$ cat src/rtl/nibble_serial_alu_ctrl.sv
// Serial WIDTH-bit add/subtract built around one 4-bit carry-lookahead slice,
// processed LSB nibble first with a start/busy/done handshake.
//   state   | meaning
//   st_idle | waiting for start; result and flags hold
//   st_run  | one nibble per cycle through the slice
module nibble_serial_alu_ctrl #(
    parameter int WIDTH = 16
) (
    input  logic             clk,
    input  logic             rst,
    input  logic             start,
    input  logic             sub,
    input  logic [WIDTH-1:0] a,
    input  logic [WIDTH-1:0] b,
    output logic             busy,
    output logic             done,
    output logic [WIDTH-1:0] result,
    output logic             cout,
    output logic             ovf,
    output logic             zero
);

    localparam int NIB = WIDTH / 4;
    localparam int IW  = (NIB > 1) ? $clog2(NIB) : 1;
    localparam logic [IW-1:0] LAST = IW'(NIB - 1);

    typedef enum logic {st_idle, st_run} state_t;

    state_t           state, state_next;
    logic [IW-1:0]    idx;
    logic             carry;
    logic [WIDTH-1:0] a_q, b_q;

    logic [3:0]       an, bn, g, p, sum;
    logic [4:0]       c;
    logic [WIDTH-1:0] res_next;
    logic             accept, last;

    assign accept = (state == st_idle) && start;
    assign last   = (idx == LAST);
    assign busy   = (state == st_run);

    // Lookahead carries expanded from generate/propagate, not rippled.
    always_comb begin
        an = a_q[4*idx +: 4];
        bn = b_q[4*idx +: 4];
        g  = an & bn;
        p  = an ^ bn;
        c[0] = carry;
        c[1] = g[0] | (p[0] & carry);
        c[2] = g[1] | (p[1] & g[0]) | (p[1] & p[0] & carry);
        c[3] = g[2] | (p[2] & g[1]) | (p[2] & p[1] & g[0])
             | (p[2] & p[1] & p[0] & carry);
        c[4] = g[3] | (p[3] & g[2]) | (p[3] & p[2] & g[1])
             | (p[3] & p[2] & p[1] & g[0]) | (p[3] & p[2] & p[1] & p[0] & carry);
        sum  = p ^ c[3:0];
        res_next = result;
        res_next[4*idx +: 4] = sum;
    end

    always_comb begin
        state_next = state;
        case (state)
            st_idle: if (start) state_next = st_run;
            st_run:  if (last)  state_next = st_idle;
            default: state_next = st_idle;
        endcase
    end

    always_ff @(posedge clk or posedge rst) begin
        if (rst) state <= st_idle;
        else     state <= state_next;
    end

    always_ff @(posedge clk or posedge rst) begin
        if (rst) begin
            idx    <= '0;
            carry  <= 1'b0;
            a_q    <= '0;
            b_q    <= '0;
            result <= '0;
            cout   <= 1'b0;
            ovf    <= 1'b0;
            zero   <= 1'b0;
            done   <= 1'b0;
        end else begin
            done <= 1'b0;
            if (accept) begin
                // Subtract as A + ~B + 1: the +1 enters as the initial carry.
                a_q   <= a;
                b_q   <= sub ? ~b : b;
                carry <= sub;
                idx   <= '0;
            end else if (state == st_run) begin
                result <= res_next;
                carry  <= c[4];
                idx    <= idx + 1'b1;
                if (last) begin
                    cout <= c[4];
                    ovf  <= c[3] ^ c[4];
                    zero <= (res_next == '0);
                    done <= 1'b1;
                end
            end
        end
    end

endmodule

$ cat config.mk
export PLATFORM = sky130hd
export DESIGN_NAME = nibble_serial_alu_ctrl
export DESIGN_NICKNAME = d
export VERILOG_FILES = /design/src/rtl/nibble_serial_alu_ctrl.sv
export SDC_FILE = /design/constraint.sdc
export NUM_CORES = 1
export LEC_CHECK = 0
export BUFFER_PORTS_ARGS = -buffer_cell sky130_fd_sc_hd__buf_2
export CORE_MARGIN = 2
export CORE_UTILIZATION = 25
export CTS_BUF_LIST = sky130_fd_sc_hd__clkbuf_16
export DETAILED_ROUTE_END_ITERATION = 7
export GPL_TIMING_DRIVEN = 1
export PLACE_DENSITY = 0.48
export SLEW_MARGIN = 25
export SYNTH_ARGS = -nofsm -noshare
export SYNTH_HDL_FRONTEND = slang
export SYNTH_SLANG_ARGS = --single-unit
$ cat constraint.sdc
create_clock -name clk -period 5.2 [get_ports clk]
set_input_delay 0.52 -clock clk [delete_from_list [all_inputs] [get_ports clk]]
set_output_delay 0.52 -clock clk [all_outputs]
set_load 0.01 [all_outputs]
==> flow_metrics.tcl <==
set metrics [dict create \
    slew_violations 0 \
    area_delta_synth_final_pct 20.9 \
    grt_overflow 0 \
    rsz0062_at_grt "false" \
    yosysMostFrequentCell "dfrtp_1" \
    setup_viol 0 \
    cts_tree "done" \
    diodes 0 \
    cp.arrival_ps 3410 \
    drc 0 \
    busiest_layer "met2" \
    cts_setup_buffers 0 \
    cts_root_buf "clkbuf_16" \
    clk_pin_slew_ps 70 \
    hp-class "in -> async" \
    drv_cap 0 \
    route.vias.total 1906 \
    core_sq_um 10900 \
    leakagePower_uw 0.00155 \
    initial_core_util 0.257 \
    status "completed" \
    relSlewSlack 0.495 \
    synth_area_sq_um 2800 \
    nFillCells 1128 \
    grt_pass1_vias 1969 \
    critPathRequiredTime_ps 5430 \
    drt_iter0_markers 60 \
    clock_sinks 56 \
    synthTopCellsByCount "dfrtp_1 (56), nand2_1 (34), o21ai_0 (26)" \
    wirelength_microns 5970 \
    clock_path_buffers 2 \
    ys_async_sr_fraction 1.00 \
    cts-htree-levels 2 \
    synth_seq_cells 56 \
    wl_per_cell_microns 13.8 \
    gp_congestion 0.800 \
    synth_top_cell_area_share 0.501 \
    antenna_found_initial 0 \
    grt_pass1_wl_microns 10100 \
    cp_max_fo 18 \
    synth-edff-count 0 \
    num_rows 38 \
    path_class "reg -> reg" \
    synth_cell_type_count 37 \
    ys_seq_area_frac 0.501 \
    hold_ws_ps 425 \
    synth_nets 287 \
    met3_usage 0.0290 \
    grt_util_met2 0.169 \
    grt_max_degree 57 \
    min_period_over_period 0.612 \
    finClkSkew_ps 6.33 \
    power.density_nw_per_um2 722 \
    hold_buffers 0 \
    timing.fmax_mhz 314 \
    grt_usage 0.108 \
    ant_nets 0 \
    port_buffers 56 \
    start_kind "flip-flop" \
    io_pins 57 \
    final_nets 340 \
    syn_inst 240 \
    die_y_microns 110 \
    worst_pin_slew_ps 758 \
    hold_violations 0 \
    synthTopCellsByArea "dfrtp_1 (50%), mux2_2 (6.4%), mux4_2 (6.4%), xnor2_1 (5.3%), o21ai_0 (4.7%)" \
    place_hpwl_microns 4450 \
    synth_top_cell_by_area "dfrtp_1" \
    die-area_sq_um 12000 \
    period_needed_ps 3180 \
    drt-pass1-iter-count 4 \
    layout-drive-gt1-share 0.323 \
    cts_buffers 5 \
    cp-end-kind "flip-flop" \
    viasPerCell 4.39 \
    synth_flop_cell "dfrtp_1" \
    die_w_microns 110 \
    cts_resized 0 \
    grt_use_met1 0.149 \
    peakVddDrop_mv 0.332 \
    ys_warn_count 0 \
    syn_avg_cell_area_sq_um 11.7 \
    clock_latency_ps 290 \
    tns_ps 0 \
]
final timing paths:
kind	depth (start not counted)	from	end	slack [ps]
setup / recovery	7	idx[0]	zero	2020
hold / removal	3	rst	result[2]	420
setup reg to reg	7	idx[0]	zero	2020
hold reg to reg	2	b_q[2]	b_q[2]	480
max in group asynchronous	3	rst	busy	4300
min in group clk	2	a[9]	a_q[9]	460
registers in the layout, indices dropped and copies added, names as in the netlist:
| signal | count |
|---|---|
| zero | 1 |
| carry | 1 |
| result | 16 |
| done | 1 |
| busy | 1 |
| ovf | 1 |
| cout | 1 |
| a_q | 16 |
| idx | 2 |
| b_q | 16 |
report_power, final:
part / internal (uW) / switching [uW] / total [uW]
clock network: 228 / 153 / 380
registers: 633 / 170 / 802
logic: 566 / 693 / 1260
total: 1430 / 1020 / 2440
layer usage:
| layer | routed length, microns | up-vias |
|---|---|---|
| li1 | - | 952 |
| met1 | 2900 | 896 |
| met2 | 2670 | 53 |
| met3 | 367 | 5 |
| met4 | 37 | 0 |
| met5 | 0 | - |
logic make-up after synthesis:
family,Yosys count,share of synthesized area
AO/OA/AOI/OAI,55,0.127
XOR/XNOR,19,0.0649
flip-flops,56,0.501
multiplexers,27,0.140
buffers and inverters,19,0.0291
adder cells (fa/ha/maj),11,0.0519
AND/OR/NAND/NOR,53,0.0868
cell type report:
class / instances / area, sq um / share of cell area
Multi-Input combinational cell: 165 / 1310 / 0.389
Clock inverter: 3 / 42.5 / 0.0126
Clock buffer: 5 / 125 / 0.0370
Timing Repair Buffer: 58 / 295 / 0.0874
Sequential cell: 56 / 1400 / 0.415
Inverter: 7 / 26.3 / 0.00777
Tap cell: 140 / 175 / 0.0518
worst max-delay path: stages (launching register included):
cell and delay [ps]:
dfrtp_1 840, mux4_2 650, fa_1 450, xnor2_2 340, nand2b_1 170, o211ai_1 110, a2111oi_2 350, a32o_1 210
layout by cell type, fill, tap and decap left out, drive strengths merged:
cell / Yosys / routed
a2111oi: 1 / 1
a211oi: 3 / 3
a21o: 1 / 1
a21oi: 6 / 6
a22o: 6 / 6
a32o: 3 / 3
and2b: 1 / 1
and4bb: 1 / 1
buf: 6 / 58
bufinv: 0 / 1
clkbuf: 6 / 5
dfrtp: 56 / 56
fa: 1 / 1
ha: 10 / 10
inv: 7 / 9
mux2: 16 / 16
mux2i: 3 / 3
mux4: 8 / 8
nand2: 34 / 34
nand2b: 2 / 2
nand3: 2 / 2
nand3b: 1 / 1
nor2: 6 / 6
nor2b: 1 / 1
nor3: 2 / 2
nor4: 1 / 1
nor4bb: 1 / 1
o211ai: 1 / 1
o21ai: 27 / 27
o21bai: 1 / 1
o22ai: 2 / 2
o31ai: 4 / 4
or3: 1 / 1
xnor2: 18 / 18
xor2: 1 / 1
stage by stage:
| stage | instances | util | total power (uW) | setup WS (ps) | cell area, sq um |
|---|---|---|---|---|---|
| finish | 434 | 0.310 | 2440 | 2020 | 3380 |
| global placement | 426 | 0.295 | 2070 | 2110 | 3210 |
| floorplan | 240 | - | 1720 | 2440 | 2800 |
| detailed placement | 426 | 0.295 | 2090 | 2030 | 3210 |
| CTS | 434 | 0.310 | 2480 | 1980 | 3380 |
| global route | 434 | 0.310 | 2660 | 1820 | 3380 |
No activity file was read; power rests on OpenSTA's default activity.
